[config.mk]
export PLATFORM = sky130hd
export DESIGN_NAME = wb_bus_arbiter_flat
export DESIGN_NICKNAME = d
export VERILOG_FILES = /design/src/rtl/wb_bus_arbiter_if.sv /design/src/rtl/wb_bus_arbiter.sv /design/src/flat_wrapper.sv
export SDC_FILE = /design/constraint.sdc
export NUM_CORES = 1
export LEC_CHECK = 0
export BUFFER_PORTS_ARGS = -buffer_cell sky130_fd_sc_hd__buf_2
export CAP_MARGIN = 10
export CORE_MARGIN = 2
export CORE_UTILIZATION = 35
export CTS_CLUSTER_SIZE = 16
export DETAILED_ROUTE_END_ITERATION = 6
export GPL_TIMING_DRIVEN = 1
export SYNTH_ARGS = -nofsm -noshare
export SYNTH_HDL_FRONTEND = slang
export SYNTH_SLANG_ARGS = --single-unit
[constraint.sdc]
create_clock -name Clock -period 4.6 [get_ports Clock]
set_clock_uncertainty 0.2 [all_clocks]
set_input_delay 0.46 -clock Clock [delete_from_list [all_inputs] [get_ports Clock]]
set_output_delay 0.46 -clock Clock [all_outputs]
set_load 0.005 [all_outputs]
[src/rtl/wb_bus_arbiter_if.sv]
// Write-back result bus bundle shared by the arbiter (master) and the
// tristate source registers / destination register (slave).
interface wb_bus_arbiter_if #(
  parameter int NrOfSources = 4,
  parameter int IdWidth     = 2
);
  logic                   Tick;
  logic [NrOfSources-1:0] Req;
  logic [NrOfSources-1:0] Cs;
  logic [NrOfSources-1:0] Grant;
  logic                   Capture;
  logic [IdWidth-1:0]     GrantId;
  logic                   Busy;

  modport master (
    input  Tick, Req,
    output Cs, Grant, Capture, GrantId, Busy
  );

  modport slave (
    output Tick, Req,
    input  Cs, Grant, Capture, GrantId, Busy
  );
endinterface

[src/rtl/wb_bus_arbiter.sv]
// Round-robin drive/capture arbiter for the shared write-back bus.
// Define WB_TURNAROUND_EN to insert a dead TURN cycle between two drivers.
module wb_bus_arbiter #(
  parameter int NrOfSources = 4,
  parameter int IdWidth     = 2
) (
  input  logic             Clock,
  input  logic             Reset,
  wb_bus_arbiter_if.master bus
);

  if (NrOfSources < 2 || NrOfSources > 8) begin : g_bad_n
    $error("wb_bus_arbiter: NrOfSources must be 2..8");
  end
  if (IdWidth < $clog2(NrOfSources)) begin : g_bad_id
    $error("wb_bus_arbiter: IdWidth too small for NrOfSources");
  end

`ifdef WB_TURNAROUND_EN
  typedef enum logic [1:0] {IDLE, DRIVE, CAPTURE, TURN} state_t;
`else
  typedef enum logic [1:0] {IDLE, DRIVE, CAPTURE} state_t;
`endif

  state_t                 state_q, state_d;
  logic [IdWidth-1:0]     owner_q, owner_d;
  logic [IdWidth-1:0]     ptr_q, ptr_d;
  logic [NrOfSources-1:0] masked;
  logic [IdWidth:0]       pick_idle, pick_next;

  // Returns {found, index}: the set bit closest above ptr, wrapping with an
  // explicit distance compare so non-power-of-two counts wrap correctly.
  function automatic logic [IdWidth:0] rr_pick(
    input logic [NrOfSources-1:0] req,
    input logic [IdWidth-1:0]     ptr
  );
    logic               found;
    logic [IdWidth-1:0] idx;
    int                 best;
    int                 d;
    found = 1'b0;
    idx   = '0;
    best  = NrOfSources + 1;
    for (int k = 0; k < NrOfSources; k++) begin
      d = k - int'(ptr);
      if (d <= 0) d = d + NrOfSources;
      if (req[k] && d < best) begin
        best  = d;
        idx   = IdWidth'(k);
        found = 1'b1;
      end
    end
    return {found, idx};
  endfunction

  always_ff @(posedge Clock) begin
    if (Reset) begin
      state_q <= IDLE;
      owner_q <= '0;
      ptr_q   <= IdWidth'(NrOfSources - 1);
    end else begin
      state_q <= state_d;
      owner_q <= owner_d;
      ptr_q   <= ptr_d;
    end
  end

  always_comb begin
    state_d   = state_q;
    owner_d   = owner_q;
    ptr_d     = ptr_q;
    masked    = bus.Req;
    masked[owner_q] = 1'b0;
    pick_idle = rr_pick(bus.Req, ptr_q);
    pick_next = rr_pick(masked, owner_q);
    if (bus.Tick) begin
      case (state_q)
        IDLE: begin
          if (pick_idle[IdWidth]) begin
            owner_d = pick_idle[IdWidth-1:0];
            state_d = DRIVE;
          end
        end
        DRIVE: begin
          state_d = bus.Req[owner_q] ? CAPTURE : IDLE;
        end
        CAPTURE: begin
          // The finishing owner still holds Req this cycle, hence the mask.
          ptr_d = owner_q;
          if (pick_next[IdWidth]) begin
            owner_d = pick_next[IdWidth-1:0];
`ifdef WB_TURNAROUND_EN
            state_d = TURN;
`else
            state_d = DRIVE;
`endif
          end else begin
            state_d = IDLE;
          end
        end
`ifdef WB_TURNAROUND_EN
        TURN: begin
          state_d = DRIVE;
        end
`endif
        default: state_d = IDLE;
      endcase
    end
  end

  always_comb begin
    bus.Cs      = '1;
    bus.Grant   = '0;
    bus.Capture = 1'b0;
    bus.Busy    = 1'b0;
    bus.GrantId = owner_q;
    case (state_q)
      DRIVE: begin
        bus.Cs[owner_q] = 1'b0;
        bus.Busy        = 1'b1;
      end
      CAPTURE: begin
        bus.Cs[owner_q]    = 1'b0;
        bus.Grant[owner_q] = 1'b1;
        bus.Capture        = 1'b1;
        bus.Busy           = 1'b1;
      end
`ifdef WB_TURNAROUND_EN
      TURN: begin
        bus.Busy = 1'b1;
      end
`endif
      default: ;
    endcase
  end

`ifndef SYNTHESIS
  a_single_driver: assert property (@(posedge Clock) disable iff (Reset)
    $countones(~bus.Cs) <= 1);
  a_grant_onehot: assert property (@(posedge Clock) disable iff (Reset)
    $onehot0(bus.Grant) && ((|bus.Grant) == bus.Capture));
  a_grantid_match: assert property (@(posedge Clock) disable iff (Reset)
    (state_q == DRIVE || state_q == CAPTURE) |-> !bus.Cs[bus.GrantId]);
`endif

endmodule
[src/flat_wrapper.sv]
// flat-port wrapper written by rule: the top's interface ports become plain ports
module wb_bus_arbiter_flat 
#(
  parameter int NrOfSources = 4,
  parameter int IdWidth     = 2
)
  (Clock, Reset, bus_Tick, bus_Req, bus_Cs, bus_Grant, bus_Capture, bus_GrantId, bus_Busy);
  wb_bus_arbiter_if #(.NrOfSources(NrOfSources), .IdWidth(IdWidth)) bus_i ();
  input  logic Clock;
  input  logic Reset;
  input wire logic [$bits(bus_i.Tick)-1:0] bus_Tick;
  input wire logic [$bits(bus_i.Req)-1:0] bus_Req;
  output wire logic [$bits(bus_i.Cs)-1:0] bus_Cs;
  output wire logic [$bits(bus_i.Grant)-1:0] bus_Grant;
  output wire logic [$bits(bus_i.Capture)-1:0] bus_Capture;
  output wire logic [$bits(bus_i.GrantId)-1:0] bus_GrantId;
  output wire logic [$bits(bus_i.Busy)-1:0] bus_Busy;
  assign bus_i.Tick = bus_Tick;
  assign bus_i.Req = bus_Req;
  assign bus_Cs = bus_i.Cs;
  assign bus_Grant = bus_i.Grant;
  assign bus_Capture = bus_i.Capture;
  assign bus_GrantId = bus_i.GrantId;
  assign bus_Busy = bus_i.Busy;
  wb_bus_arbiter #(.NrOfSources(NrOfSources), .IdWidth(IdWidth)) u_core (.Clock(Clock), .Reset(Reset), .bus(bus_i));
endmodule
# Yosys cells after proc, flatten, opt, wreduce, memory -nomap -nowiden
# Index checks and enable logic that the tools add are counted.
[classes]
reduce_logical = 15
bitwise_logic = 2
add_sub_neg = 16
n_eq_ne = 4
n_mux = 43
magnitude_cmp = 18
[ops]
columns = ["cell", "count"]
rows = [
  ["32-bit 2-to-1 mux", 14],
  ["32-bit by 4-bit adder with 32-bit output (second input constant)", 8],
  ["32-bit by 1-bit less-or-equal comparator with 1-bit output (second input constant)", 8],
  ["32-bit less-than comparator", 6],
  ["32-bit by 4-bit less-than comparator with 1-bit output (second input constant)", 2],
  ["2-bit 2-to-1 mux", 8],
  ["1-bit 2-to-1 mux", 15],
  ["1-bit by 2-bit subtractor with 3-bit output (first input constant)", 4],
  ["2-bit by 2-bit subtractor with 3-bit output (first input constant)", 4],
  ["1-bit logical AND", 9],
  ["4-bit 2-to-1 mux", 2],
  ["2-bit one-hot mux with 3 select lines", 1],
  ["4-bit AND", 1],
  ["2-bit by 1-bit inequality test with 1-bit output (second input constant)", 2],
  ["4-bit inverter", 1],
  ["2-bit one-hot mux with 2 select lines", 1],
  ["2-bit AND reduction", 2],
  ["4-bit AND reduction", 1],
  ["2-bit by 3-bit less-than comparator with 1-bit output (second input constant)", 1],
  ["1-bit binary-select mux with 2-bit select", 1],
  ["1-bit demux with 2-bit select", 1],
  ["2-bit by 1-bit equality test with 1-bit output (second input constant)", 1],
  ["2-bit equality test (second input constant)", 1],
  ["2-bit by 1-bit >= comparator with 1-bit output (second input constant)", 1],
  ["other kinds (3)", 3],
]
[totals]
input_bits = 7
reg_bits = 6
out_inout_bits = 12
elab_cells = 101

# Depth between registers and ports, before layout
# Gate-level depths: netlist (run 1).
[logic_depth]
word_depth = 19
mapped_depth = 25
ltp_nobuf = 24

# Worst setup path before layout (run 1)
# Ideal clock, no wire load.
[synth_timing]
path_kind = "reg-to-reg"
startpoint = "reg u_core.owner_q[0] (netlist: u_core.bus.GrantId[0])"
endpoint = "reg u_core.owner_q[0] (netlist: u_core.bus.GrantId[0])"
n_path_buf = 1
t_arrival_ps = 4580
slack_ps = -251
setup_ps = 72
stages_incl_launch_ff = 24
period_less_slack_ps = 4851
t_required_ps = 4328
cell_sequence = "dfxtp_1 > inv_1 > ha_1 > nor2b_1 > nand2_1 > ha_1 > nor2b_1 > o21ai_4 > mux2i_1 > ha_1 > nand2b_1 > or4_1 > a211oi_1 > or2_1 > buf_4 > mux2_2 > ha_1 > nor2b_1 > o21ai_0 > nand3_1 > nand4_1 > o22ai_1 > nor2_2 > mux2i_1"
[synth_via]
elab_chain_cells = 19
word_cells_on_any_way = 45
cone_classes = "add/sub: 8; order compare: 10; eq/ne: 1; mux: 18; bitwise: 2; reduce/logical: 6"
[synth_lines]
columns = ["element", "line", "source"]
rows = [
  ["from (decl)", "wb_bus_arbiter.sv:26", "logic [IdWidth-1:0] owner_q, owner_d;"],
  ["from (signal assigned)", "wb_bus_arbiter.sv:63", "owner_q <= owner_d;"],
  ["branches (longest 19 deep; another with 32-bit by 4-bit adder with 32-bit output)", "n/a", ""],
]
# Several ways; the timed one is not identified. The select of a mux whose other input is x is not followed.
# A chain may end at the register's enable or synchronous reset.

# Worst setup path after layout (run 1)
[layout_timing]
startpoint = "reg u_core.ptr_q[1]"
endpoint = "reg u_core.state_q[1]"
[layout_via]
elab_chain_cells = 17
word_cells_on_any_way = 33
cone_classes = "add/sub: 8; order compare: 8; eq/ne: 1; mux: 11; reduce/logical: 5"
[layout_lines]
columns = ["element", "line", "source"]
rows = [
  ["from (decl)", "wb_bus_arbiter.sv:27", "logic [IdWidth-1:0] ptr_q, ptr_d;"],
  ["from (signal assigned)", "wb_bus_arbiter.sv:60", "ptr_q <= IdWidth'(NrOfSources - 1);"],
  ["from (signal assigned)", "wb_bus_arbiter.sv:64", "ptr_q <= ptr_d;"],
  ["1-bit by 2-bit subtractor with 3-bit output", "wb_bus_arbiter.sv:45", "d = k - int'(ptr);"],
  ["32-bit by 4-bit adder with 32-bit output / 32-bit by 1-bit less-or-equal comparator with 1-bit output (equally long branches)", "wb_bus_arbiter.sv:46", "if (d <= 0) d = d + NrOfSources;"],
  ["32-bit 2-to-1 mux", "wb_bus_arbiter.sv:46", ""],
  ["32-bit by 4-bit less-than comparator with 1-bit output", "wb_bus_arbiter.sv:47", "if (req[k] && d < best) begin"],
  ["1-bit logical AND", "wb_bus_arbiter.sv:47", ""],
  ["32-bit 2-to-1 mux", "wb_bus_arbiter.sv:47", ""],
  ["32-bit less-than comparator", "wb_bus_arbiter.sv:47", ""],
  ["1-bit logical AND", "wb_bus_arbiter.sv:47", ""],
  ["32-bit 2-to-1 mux", "wb_bus_arbiter.sv:47", ""],
  ["32-bit less-than comparator", "wb_bus_arbiter.sv:47", ""],
  ["1-bit logical AND", "wb_bus_arbiter.sv:47", ""],
  ["32-bit 2-to-1 mux", "wb_bus_arbiter.sv:47", ""],
  ["32-bit less-than comparator", "wb_bus_arbiter.sv:47", ""],
  ["1-bit logical AND", "wb_bus_arbiter.sv:47", ""],
  ["1-bit 2-to-1 mux (*)", "wb_bus_arbiter.sv:47", ""],
  ["2-bit by 1-bit inequality test with 1-bit output (no line) (*)", "n/a", ""],
  ["2-bit AND reduction (no line) (*)", "n/a", ""],
  ["to (signal assigned)", "wb_bus_arbiter.sv:62", "state_q <= state_d;"],
  ["to (decl)", "wb_bus_arbiter.sv:25", "state_t state_q, state_d;"],
]
# Mark *: on every way between the ends. The rest lies on a longest branch, timed or not.

==> metrics.log, run 1 <==
INFO  metric drt_iter0_markers = 53
INFO  metric start_kind = register
INFO  metric cp-startpoint = u_core.ptr_q[1]$_SDFFE_PP1P_
INFO  metric critical_path.slowest_cell = sky130_fd_sc_hd__dfxtp_4
INFO  metric grt_antenna_before_repair = 0
INFO  metric finalCritPeriodShare = 96.0%
INFO  metric place_ws = -141 ps
INFO  metric max_clock_freq = ~230 MHz
INFO  metric yosys.cell_types.count = 43
INFO  metric synthTopCellsByArea = sky130_fd_sc_hd__ha_1, sky130_fd_sc_hd__dfxtp_1, sky130_fd_sc_hd__inv_1, sky130_fd_sc_hd__nand2_1, sky130_fd_sc_hd__nor2_1
INFO  metric ys_top_cells_by_count = sky130_fd_sc_hd__ha_1, sky130_fd_sc_hd__inv_1, sky130_fd_sc_hd__nand2_1
INFO  metric grt_pass1_vias = 1187
INFO  metric max_cap_viol_count = 0
INFO  metric die-area = ~0.004 mm²
INFO  metric crit_arrival = 4400 ps
INFO  metric design_area = between 0.0015 and 0.002 mm²
INFO  metric worst_hold_path_type = in2reg
INFO  metric postRouteAntennaNets = 0
INFO  metric clock_tree.buffer_depth = 2
INFO  metric largest_net_degree_at_the_start_of_global_routing = 13
INFO  metric timing.critical_path.cells = inv_4 -> ha_4 -> nand2_4 -> inv_4 -> ha_4 -> xor2_2 -> o31ai_2 -> or3_4 -> mux2i_2 -> ha_2 -> nor4bb_4 -> nand4_1 -> nor3_2 -> nand3b_1 -> mux2_4 -> ha_4 -> a21oi_2 -> o21ai_1 -> nand4b_1 -> o21ai_2 -> mux2_4 -> nor2_1
INFO  metric critPathMaxStageDelay = 360 ps
INFO  metric route.detailed.drc = 0
INFO  metric postLayoutSetupSlackWorst = roughly 180 ps
INFO  metric tritoncts = built
INFO  metric fp-row-count = 21
INFO  metric synth_top_area_cell = sky130_fd_sc_hd__ha_1
INFO  metric postSynthAreaPerCell = roughly 7.9 µm²
INFO  metric place_hpwl = 2.57 mm
INFO  metric finalMaxSlewViolations = 0
INFO  metric grt_pass1_wl = 5.21 mm
INFO  metric cts-buffers-inserted = 3
INFO  metric min_path_cells = 2
INFO  metric crit-reg2reg-launch = u_core.ptr_q[1]$_SDFFE_PP1P_
INFO  metric crit_path_end_kind = register
INFO  metric multi_input_area = roughly 0.0012 mm²
INFO  metric placeableCoreArea = roughly 0.0033 mm²
INFO  metric power_per_cell_area = 181 mW/mm²
INFO  metric dpl-instance-area = 0.00159 mm²
INFO  metric total_leakage_power = 0.831 nW
INFO  metric synth_cells = approximately 160
INFO  metric postLayoutCoreUtil = 55.7%
INFO  metric drt_wl_cell = 13.4 µm
INFO  metric vias = about 1300
INFO  metric overflow = 0
INFO  metric width_of_the_die = about 63 µm
INFO  metric cts.root.buffer_cell = sky130_fd_sc_hd__clkbuf_4
INFO  metric detailroute.wirelength.met2 = 1.77 mm
INFO  metric syn_to_final_growth = 51.8%
INFO  metric required = between 4000 and 5000 ps
INFO  metric global_route.usage.total = 15.9%
INFO  metric vdd_drop_max = 0.0835 mV
INFO  metric worst-path-max-fanout = 2
INFO  metric setup_viol = 0
INFO  metric synth_top_cell_area_share = between 20% and 30%
INFO  metric worst-r2r-cell-count = 22
INFO  metric critPathCapture = u_core.state_q[1]$_SDFFE_PP0P_
INFO  metric place_congestion = 0.886
INFO  metric rsz0062_at_grt = yes
INFO  metric critical_path.reg2reg.endpoint = u_core.state_q[1]$_SDFFE_PP0P_
INFO  metric top_layer = met4
INFO  metric final.fill_count = 320
INFO  metric final_hold_viol_count = 0
INFO  metric status = finished, final reports clean
INFO  metric critical-path-top-cell-by-count = sky130_fd_sc_hd__ha_4
INFO  metric reg2reg_slack = 180 ps
INFO  metric clkLatencyLatePin = 240 ps
INFO  metric layout-drive-gt1-share = between 40% and 50%
INFO  metric met3_wirelength_from_detailed_routing = 79 µm
INFO  metric synth-edff-count = 0
INFO  metric finalWorstPathRequiredPeriod = 4420 ps
INFO  metric drt_first_pass_iters = 4
INFO  metric final_net_count = 244
INFO  metric synth.most_common_cell = sky130_fd_sc_hd__ha_1
INFO  metric path_clk_slew = 40 ps
INFO  metric syn-cell-area = 0.00122 mm²
INFO  metric seq_area_frac_synth = 9.82%
INFO  metric synth_async_sr_flop_share = 0%
INFO  metric synth.yosys.warnings = 0
INFO  metric seqCellArea = 135 µm²
INFO  metric io_buffer_count = 18
INFO  metric initial_core_utilization = 36.7%
INFO  metric hold_buffers = 0
INFO  metric timing.setup.tns = 0 ps
INFO  metric totalWireLength = 3.39 mm
INFO  metric postSynth.topFlopCell = sky130_fd_sc_hd__dfxtp_1
INFO  metric synth-seq-cells = 6
INFO  metric m1WireLength = 1.51 mm
INFO  metric antenna_cells_inserted = 0
INFO  metric die-height = 63.1 µm
INFO  metric design.portCount = 19
INFO  metric timing_worst_setup_path_type = reg2reg
INFO  metric htree_num_levels = 1
INFO  metric routed_vias_inst = 5.00
INFO  metric cts.sink_count = 6
-- worst min-delay path by stage --
| stage | slack (ps) | start | end |
|---|---|---|---|
| floorplan | 300 | u_core.state_q[0]$_SDFFE_PP0P_ | u_core.state_q[0]$_SDFFE_PP0P_ |
| global placement | 310 | u_core.state_q[0]$_SDFFE_PP0P_ | u_core.state_q[0]$_SDFFE_PP0P_ |
| detailed placement | 330 | u_core.state_q[0]$_SDFFE_PP0P_ | u_core.state_q[0]$_SDFFE_PP0P_ |
| CTS | 240 | Reset | u_core.state_q[1]$_SDFFE_PP0P_ |
| global route | 220 | Reset | u_core.state_q[1]$_SDFFE_PP0P_ |
| finish | 230 | Reset | u_core.state_q[1]$_SDFFE_PP0P_ |
-- cell families (layout without fill, tap and decap cells) --
| family | count (synthesis) | after routing | synth area share [%] |
|---|---|---|---|
| muxes | 8 | 8 | 7.87 |
| buffers and inverters | 18 | 69 | 6.03 |
| xor gates and xnor gates | 1 | 1 | 0.716 |
| AOI/OAI and AO/OA | 30 | 30 | 18.2 |
| other | 2 | 3 | 0.614 |
| adders and majority gates | 28 | 28 | 28.6 |
| and+or+nand+nor | 62 | 62 | 28.1 |
| DFF | 6 | 6 | 9.82 |
-- critical path, delay by kind of cell, from the launching register on --
kind / cells / cell delay (ps)
fa+ha+maj: 4 / 880
buf+inv: 2 / 80
simple gates: 8 / 1390
xor+xnor: 1 / 140
compound gates: 4 / 510
flops: 1 / 360
mux: 3 / 810
-- per-layer routing --
layer | GRT usage [%] | up-vias
met1 | 19.4 | 592
met2 | 29.0 | 22
met4 | 4.44 | 0
li1 | - | 649
met5 | 0 | -
met3 | 2.14 | 2
-- where the power goes --
group	internal (W)	switching [W]
Sequential	0.0000548	0.00000415
Combinational	0.000118	0.000111
Clock	0.0000295	0.0000186
-- state kept, by name, summed over array words and instances (netlist names) --
name and count:
u_core.state_q 2, u_core.ptr_q 2, u_core.bus.GrantId 2
-- what timing repair did --
item / CTS / global route
pin swaps: 9 / 27
buffers inserted: 2 / 7
resized for setup: 7 / 30
endpoints found under the setup margin: 4 / 4
cloned: 0 / 0
-- placed cells by master, fill, tap and decap left out, types with 4 or more instances in the layout --
master and instances:
sky130_fd_sc_hd__nand2_1 13, sky130_fd_sc_hd__buf_2 18, sky130_fd_sc_hd__inv_1 9, sky130_fd_sc_hd__ha_1 20, sky130_fd_sc_hd__o211ai_1 4, sky130_fd_sc_hd__ha_4 7
sky130_fd_sc_hd__dfxtp_4 4, sky130_fd_sc_hd__nand2b_1 6, sky130_fd_sc_hd__and2_1 4, sky130_fd_sc_hd__a31oi_1 4, sky130_fd_sc_hd__a21oi_1 4, sky130_fd_sc_hd__buf_4 31
sky130_fd_sc_hd__nor2_1 11
-- through the flow --
| step | total power [W] | hold slack (ps) | instances |
|---|---|---|---|
| after CTS | 0.000302 | 236 | 246 |
| final | 0.000336 | 233 | 253 |
| after global placement | 0.000240 | 309 | 241 |
| after global routing | 0.000367 | 220 | 253 |
| after detailed placement | 0.000244 | 329 | 241 |
| after floorplan | 0.000186 | 297 | 156 |
-- final cells by class --
| cell class | count | share of cell area [%] |
|---|---|---|
| clock buffer | 3 | 1.21 |
| inverter | 15 | 3.70 |
| sequential | 6 | 7.27 |
| timing repair buffer | 51 | 18.6 |
| tap | 46 | 3.10 |
| multi-input combinational | 132 | 66.1 |
Power figures use the tool's default switching activity.
==> run 2, diff against run 1 <==
--- a/config.mk
+++ b/config.mk
@@ -5,13 +5,13 @@
 export SDC_FILE = /design/constraint.sdc
 export NUM_CORES = 1
 export LEC_CHECK = 0
-export BUFFER_PORTS_ARGS = -buffer_cell sky130_fd_sc_hd__buf_2
+export BUFFER_PORTS_ARGS = -buffer_cell sky130_fd_sc_hd__buf_4
 export CAP_MARGIN = 10
 export CORE_MARGIN = 2
 export CORE_UTILIZATION = 35
 export CTS_CLUSTER_SIZE = 16
 export DETAILED_ROUTE_END_ITERATION = 6
-export GPL_TIMING_DRIVEN = 1
+export GPL_TIMING_DRIVEN = 0
 export SYNTH_ARGS = -nofsm -noshare
 export SYNTH_HDL_FRONTEND = slang
 export SYNTH_SLANG_ARGS = --single-unit
==> run 2 against run 1 <==
  * The run now ends with setup timing left
  * Via count increased by 4.3%
  * Design area increased by 5.2%
  * Sequential power increased by 1%
  * Routed wire length increased by 15%
  * Global-route usage increased by 1.3 points
==> metrics.log, run 2 (synthesized netlist as in run 1, its figures left out) <==
INFO  metric rsz0062_at_grt = yes
INFO  metric place_congestion = 0.861 (-2.8%)
INFO  metric antenna_cells_inserted = 0 (unchanged)
INFO  metric postLayoutCoreUtil = 58.6% (+2.9 points)
INFO  metric drt_wl_cell = 15.3 µm (+14%)
INFO  metric max_cap_viol_count = 0 (unchanged)
INFO  metric cts.sink_count = 6 (unchanged)
INFO  metric power_per_cell_area = 198 mW/mm² (+9.7%)
INFO  metric finalMaxSlewViolations = 0 (unchanged)
INFO  metric cts.root.buffer_cell = sky130_fd_sc_hd__clkbuf_4
INFO  metric dpl-instance-area = 0.00147 mm² (-7.0%)
INFO  metric global_route.usage.total = 17.3% (+1.3 points)
INFO  metric postRouteAntennaNets = 0 (unchanged)
INFO  metric layout-drive-gt1-share = 49.5% (+1.7 points)
INFO  metric initial_core_utilization = 36.7% (unchanged)
INFO  metric route.detailed.drc = 0 (unchanged)
INFO  metric clkLatencyLatePin = 270 ps (+30 ps)
INFO  metric finalWorstPathRequiredPeriod = 4830 ps (+410 ps)
INFO  metric drt_iter0_markers = 71 (+34%)
INFO  metric setup_viol = 4 (+4)
INFO  metric status = finished with violations
INFO  metric clock_tree.buffer_depth = 2 (unchanged)
INFO  metric tritoncts = built
INFO  metric design.portCount = 19 (unchanged)
INFO  metric start_kind = register
INFO  metric htree_num_levels = 1 (unchanged)
INFO  metric final.fill_count = 307 (-4.1%)
INFO  metric syn_to_final_growth = 59.7%
INFO  metric design_area = 0.00195 mm² (+5.2%)
INFO  metric tot_pwr = 0.000387 W (+15%)
INFO  metric finalCritPeriodShare = 105% (+8.9 points)
INFO  metric vdd_drop_max = 0.0957 mV (+15%)
INFO  metric fin_hold_ws = 209 ps (-24.4 ps)
INFO  metric worst_hold_path_type = in2reg
INFO  metric grt_antenna_before_repair = 0 (unchanged)
INFO  metric routed_vias_inst = 5.19 (+3.9%)
INFO  metric die-height = 63.1 µm (unchanged)
INFO  metric reg2reg_slack = -230 ps (-410 ps)
INFO  metric largest_net_degree_at_the_start_of_global_routing = 11 (-2)
INFO  metric max_clock_freq = 207 MHz (-8.5%)
INFO  metric timing.setup.tns = -735 ps (-735 ps)
INFO  metric final_net_count = 244 (unchanged)
INFO  metric required = 4580 ps (about the same)
INFO  metric placeableCoreArea = 0.00334 mm² (unchanged)
INFO  metric hold_buffers = 0 (unchanged)
INFO  metric violations = setup timing
INFO  metric worst-path-max-fanout = 6 (+4)
INFO  metric final_common_cell = sky130_fd_sc_hd__buf_4
INFO  metric final_hold_viol_count = 0 (unchanged)
INFO  metric layout_common_cells = sky130_fd_sc_hd__buf_4, sky130_fd_sc_hd__ha_1, sky130_fd_sc_hd__nand2_1
INFO  metric total_leakage_power = 0.858 nW (+3.3%)
INFO  metric fp-row-count = 21 (unchanged)
INFO  metric place_hpwl = 2.35 mm (-8.7%)
INFO  metric totalWireLength = 3.89 mm (+15%)
INFO  metric drt_first_pass_iters = 4 (unchanged)
INFO  metric vias = 1319 (+4.3%)
INFO  metric io_buffer_count = 18 (unchanged)
INFO  metric overflow = 0 (unchanged)
INFO  metric grt_pass1_wl = 5.58 mm (+7.0%)
INFO  metric cts-buffers-inserted = 3 (unchanged)
INFO  metric die-area = 0.00399 mm² (unchanged)
INFO  metric postLayoutSetupSlackWorst = -227 ps (-410 ps)
INFO  metric grt_pass1_vias = 1275 (+7.4%)
INFO  metric crit_path_end_kind = register
INFO  metric crit_arrival = 4810 ps (+410 ps)
INFO  metric timing_worst_setup_path_type = reg2reg
INFO  metric path_clk_slew = 60 ps (+20 ps)
INFO  metric width_of_the_die = 63.1 µm (unchanged)
[run 2: changes by cell type in the layout (fill, tap and decap cells not counted), sizes merged]
cell and delta:
clkbuf +1
[run 2: path summary, 6_finish.rpt]
| path | startpoint | to | cells past startpoint |
|---|---|---|---|
| worst max-delay path | u_core.bus.GrantId[1]$_SDFFE_PP0P_ | u_core.bus.GrantId[0]$_SDFFE_PP0P_ | 24 |
| worst min-delay path | Reset | u_core.state_q[1]$_SDFFE_PP0P_ | 2 |
| worst max register to register | u_core.bus.GrantId[1]$_SDFFE_PP0P_ | u_core.bus.GrantId[0]$_SDFFE_PP0P_ | 24 |
| worst min register to register | u_core.state_q[0]$_SDFFE_PP0P_ | u_core.state_q[0]$_SDFFE_PP0P_ | 2 |
[run 2: where the power goes]
group,total (W),switching [W],leakage (nW),internal (W)
clock,0.0000585,0.0000252,0.0150,0.0000332
combinational,0.000269,0.000127,0.793,0.000143
sequential,0.0000597,0.00000498,0.0502,0.0000547
[run 2: worst max-delay path, cell delays in order (launching register included)]
cell                       delay (ps)
sky130_fd_sc_hd__dfxtp_4          390
sky130_fd_sc_hd__inv_8             50
sky130_fd_sc_hd__ha_4             170
sky130_fd_sc_hd__nor2b_4          130
sky130_fd_sc_hd__nand2_4           70
sky130_fd_sc_hd__ha_4             220
sky130_fd_sc_hd__and3_4           170
sky130_fd_sc_hd__o21ai_4          230
sky130_fd_sc_hd__nor2_1           110
sky130_fd_sc_hd__a31oi_1          200
sky130_fd_sc_hd__ha_1             180
sky130_fd_sc_hd__nand2b_1          70
sky130_fd_sc_hd__or4_1            520
sky130_fd_sc_hd__a211oi_2         250
sky130_fd_sc_hd__or2_1            160
sky130_fd_sc_hd__buf_6            110
sky130_fd_sc_hd__mux2_4           310
sky130_fd_sc_hd__ha_4             240
sky130_fd_sc_hd__nor2b_4          120
sky130_fd_sc_hd__o21ai_2          140
sky130_fd_sc_hd__nand3_2          110
sky130_fd_sc_hd__nand4_1          120
sky130_fd_sc_hd__o22ai_2           90
sky130_fd_sc_hd__nor2_2           130
sky130_fd_sc_hd__mux2i_1          230
[run 2: area by class of cell]
type | count | area, µm² | share of cell area, %
buffer | 3 | 27.5 | 1.41
multi-input combinational | 132 | 1260 | 64.3
tap | 46 | 57.6 | 2.94
clock buffer | 4 | 26.3 | 1.34
sequential | 6 | 135 | 6.91
inverter | 15 | 73.8 | 3.78
timing repair buffer | 48 | 377 | 19.3
[run 2: per-layer routing]
layer | share of wire (%) | wire length [µm] | global-route usage (%) | vias to the layer above
li1 | - | - | - | 651
met1 | 41 | 1600 | 19.9 | 635
met2 | 55 | 2140 | 31.3 | 27
met3 | 2.1 | 81 | 1.96 | 6
met4 | 1.5 | 57 | 8.61 | 0
met5 | 0 | 0 | 0 | -
[run 2: what timing repair did]
item,CTS,global route
setup endpoints to repair,4,4
pin swaps,17,24
setup buffers,15,15
gates resized for setup,21,24
[run 2: through the flow]
stage,worst slack [ps],instances
detailed placement,-585,220
floorplan,-28.4,156
finish,-227,254
global route,-472,254
global placement,-510,220
CTS,-6.77,239
==> run 3, diff against run 2 <==
--- a/config.mk
+++ b/config.mk
@@ -5,7 +5,7 @@
 export SDC_FILE = /design/constraint.sdc
 export NUM_CORES = 1
 export LEC_CHECK = 0
-export BUFFER_PORTS_ARGS = -buffer_cell sky130_fd_sc_hd__buf_4
+export BUFFER_PORTS_ARGS = -buffer_cell sky130_fd_sc_hd__buf_2
 export CAP_MARGIN = 10
 export CORE_MARGIN = 2
 export CORE_UTILIZATION = 35
==> run 3 against run 2 <==
  * The flow still finishes with violations (setup timing)
  * Worst setup slack better by 150 ps
  * Sequential power about the same
  * Fmax up 3.3%
  * Total power down 7.9%
  * Worst hold slack better by 29 ps
  * Design area down 1.8%
  * Core utilization down 1.0 points
  * First-iteration DRC count down 2.8%
  * Clock power down 4.3%
  * Sequential share of layout area up 0.13 points
  * Global-route usage up 0.52 points
  * Critical path depth down 2
==> metrics.log, run 3 (synthesized netlist as in run 1, its figures left out) <==
INFO  metric htree_num_levels = 1 (unchanged)
INFO  metric grt_pass1_wl = 5.80 mm (+4.1%)
INFO  metric clock_tree.buffer_depth = 2 (unchanged)
INFO  metric finalWorstPathRequiredPeriod = 4670 ps (-154 ps)
INFO  metric crit-reg2reg-launch = u_core.ptr_q[0]$_SDFFE_PP1P_
INFO  metric place_congestion = 0.857 (-0.46%)
INFO  metric initial_core_utilization = 36.7% (unchanged)
INFO  metric place_hpwl = 2.32 mm (-1.2%)
INFO  metric die-area = 0.00399 mm² (unchanged)
INFO  metric grt_antenna_before_repair = 0 (unchanged)
INFO  metric drt_iter0_markers = 69 (-2.8%)
INFO  metric start_kind = register
INFO  metric fp-row-count = 21 (unchanged)
INFO  metric rsz0062_at_grt = yes
INFO  metric global_route.usage.total = 17.8% (+0.52 points)
INFO  metric routed_vias_inst = 5.21 (+0.36%)
INFO  metric io_buffer_count = 18 (unchanged)
INFO  metric overflow = 0 (unchanged)
INFO  metric finalMaxSlewViolations = 0 (unchanged)
INFO  metric clkLatencyLatePin = 250 ps (-20 ps)
INFO  metric cts.sink_count = 6 (unchanged)
INFO  metric antenna_cells_inserted = 0 (unchanged)
INFO  metric final_hold_viol_count = 0 (unchanged)
INFO  metric violations = setup timing
INFO  metric width_of_the_die = 63.1 µm (unchanged)
INFO  metric layout-drive-gt1-share = 50.0% (+0.48 points)
INFO  metric grt_pass1_vias = 1283 (+0.63%)
INFO  metric postLayoutSetupSlackWorst = -73.4 ps (+154 ps)
INFO  metric syn_to_final_growth = 56.9%
INFO  metric power_per_cell_area = 186 mW/mm² (-6.2%)
INFO  metric status = finished with violations
INFO  metric design.portCount = 19 (unchanged)
INFO  metric die-height = 63.1 µm (unchanged)
INFO  metric vdd_drop_max = 0.0718 mV (-25%)
INFO  metric hold_buffers = 0 (unchanged)
INFO  metric crit_arrival = 4660 ps (-150 ps)
INFO  metric worst-path-max-fanout = 4 (-2)
INFO  metric total_leakage_power = 0.866 nW (+0.87%)
INFO  metric whs_endpoint = u_core.state_q[1]$_SDFFE_PP0P_
INFO  metric layout_common_cells = sky130_fd_sc_hd__buf_4, sky130_fd_sc_hd__ha_1, sky130_fd_sc_hd__buf_2
INFO  metric path_clk_slew = 60 ps (about the same)
INFO  metric largest_net_degree_at_the_start_of_global_routing = 11 (unchanged)
INFO  metric postLayoutCoreUtil = 57.5% (-1.0 points)
INFO  metric critical_path.reg2reg.endpoint = u_core.state_q[1]$_SDFFE_PP0P_
INFO  metric min_path_cells = 2 (unchanged)
INFO  metric tritoncts = built
INFO  metric worst_hold_path_type = in2reg
INFO  metric finalCritPeriodShare = 102% (-3.3 points)
INFO  metric required = 4590 ps (about the same)
INFO  metric holdCritStartpoint = Reset
INFO  metric final_common_cell = sky130_fd_sc_hd__buf_4
INFO  metric dpl-instance-area = 0.00143 mm² (-3.1%)
INFO  metric drt_first_pass_iters = 4 (unchanged)
INFO  metric crit_path_end_kind = register
INFO  metric vias = 1355 (+2.7%)
INFO  metric max_cap_viol_count = 0 (unchanged)
INFO  metric timing_worst_setup_path_type = reg2reg
INFO  metric route.detailed.drc = 0 (unchanged)
INFO  metric totalWireLength = 3.80 mm (-2.3%)
INFO  metric cts.root.buffer_cell = sky130_fd_sc_hd__clkbuf_4
INFO  metric postRouteAntennaNets = 0 (unchanged)
INFO  metric reg2reg_slack = -70 ps (+150 ps)
INFO  metric setup_viol = 3 (-1)
INFO  metric cts-buffers-inserted = 3 (unchanged)
INFO  metric max_clock_freq = 214 MHz (+3.3%)
INFO  metric final_net_count = 250 (+2.5%)
INFO  metric design_area = 0.00192 mm² (-1.8%)
INFO  metric drt_wl_cell = 14.6 µm (-4.5%)
INFO  metric worst-r2r-cell-count = 22 (-8.3%)
INFO  metric placeableCoreArea = 0.00334 mm² (unchanged)
==> run 3: changes by cell type in the layout (fill, tap and decap cells not counted), sizes merged <==
cell,change
buf,+6
==> run 3: worst max path at each step <==
stage                                         end  slack [ps]                          startpoint  cells past startpoint
2_1_floorplan  u_core.bus.GrantId[0]$_SDFFE_PP0P_         -30  u_core.bus.GrantId[0]$_SDFFE_PP0P_                     23
3_3_place_gp       u_core.state_q[1]$_SDFFE_PP0P_        -500        u_core.ptr_q[0]$_SDFFE_PP1P_                     23
3_5_place_dp       u_core.state_q[1]$_SDFFE_PP0P_        -570        u_core.ptr_q[0]$_SDFFE_PP1P_                     23
4_1_cts            u_core.state_q[1]$_SDFFE_PP0P_          -1        u_core.ptr_q[0]$_SDFFE_PP1P_                     23
5_1_grt            u_core.state_q[1]$_SDFFE_PP0P_        -300        u_core.ptr_q[0]$_SDFFE_PP1P_                     22
6_report           u_core.state_q[1]$_SDFFE_PP0P_         -70        u_core.ptr_q[0]$_SDFFE_PP1P_                     22
==> run 3: worst max-delay path: stages (launching register included) <==
cell                       delay (ps)
sky130_fd_sc_hd__dfxtp_4          360
sky130_fd_sc_hd__inv_4             50
sky130_fd_sc_hd__ha_4             150
sky130_fd_sc_hd__nand2_2           70
sky130_fd_sc_hd__inv_2             50
sky130_fd_sc_hd__ha_4             260
sky130_fd_sc_hd__xor2_2           140
sky130_fd_sc_hd__o31ai_2           90
sky130_fd_sc_hd__or3_4            430
sky130_fd_sc_hd__mux2i_4          210
sky130_fd_sc_hd__ha_2             200
sky130_fd_sc_hd__nor4bb_4         290
sky130_fd_sc_hd__nand4_1          140
sky130_fd_sc_hd__nor3_2           160
sky130_fd_sc_hd__nand3b_1         180
sky130_fd_sc_hd__mux2_4           330
sky130_fd_sc_hd__ha_4             270
sky130_fd_sc_hd__a21oi_2           60
sky130_fd_sc_hd__o21ai_2          150
sky130_fd_sc_hd__nand4b_1         170
sky130_fd_sc_hd__o21ai_4          220
sky130_fd_sc_hd__mux2_4           310
sky130_fd_sc_hd__nor2_1            90
==> run 3: what timing repair did <==
action / 4_1_cts / 5_1_grt
pin swaps: 16 / 23
cloned: 0 / 0
buffers inserted: 28 / 9
resized for setup: 20 / 21
setup endpoints to repair: 4 / 4
==> run 3: per-layer routing <==
layer	vias up	share of wire (%)	track usage [%]
li1	671	-	-
met5	-	0	0
met2	18	56	33.5
met1	664	42	21.4
met4	0	0.61	4.44
met3	2	1.4	1.61
==> run 3: final cells by class <==
class                      instances  area, µm²
fill                             303       1420
multi-input combinational        132       1240
timing repair buffer              55        368
sequential                         6        135
inverter                          15       71.3
tap                               46       57.6
clock buffer                       4       26.3
buffer                             2       16.3
==> run 3: report_power, final <==
part	switching [W]	total, W	internal (W)
registers	0.00000482	0.0000595	0.0000547
clock network	0.0000229	0.0000560	0.0000331
logic	0.000117	0.000241	0.000124
total	0.000145	0.000357	0.000212
==> run 3: metrics by stage <==
stage	worst slack [ps]	cells	setup TNS, ps	power [W]	hold slack [ps]
5_1_grt	-304	260	-1130	0.000381	243
3_3_place_gp	-500	220	-1640	0.000220	317
2_1_floorplan	-28.4	156	-28.4	0.000186	297
6_report	-73.4	260	-179	0.000357	237
4_1_cts	-1.33	252	-1.33	0.000328	238
3_5_place_dp	-569	220	-1880	0.000224	330
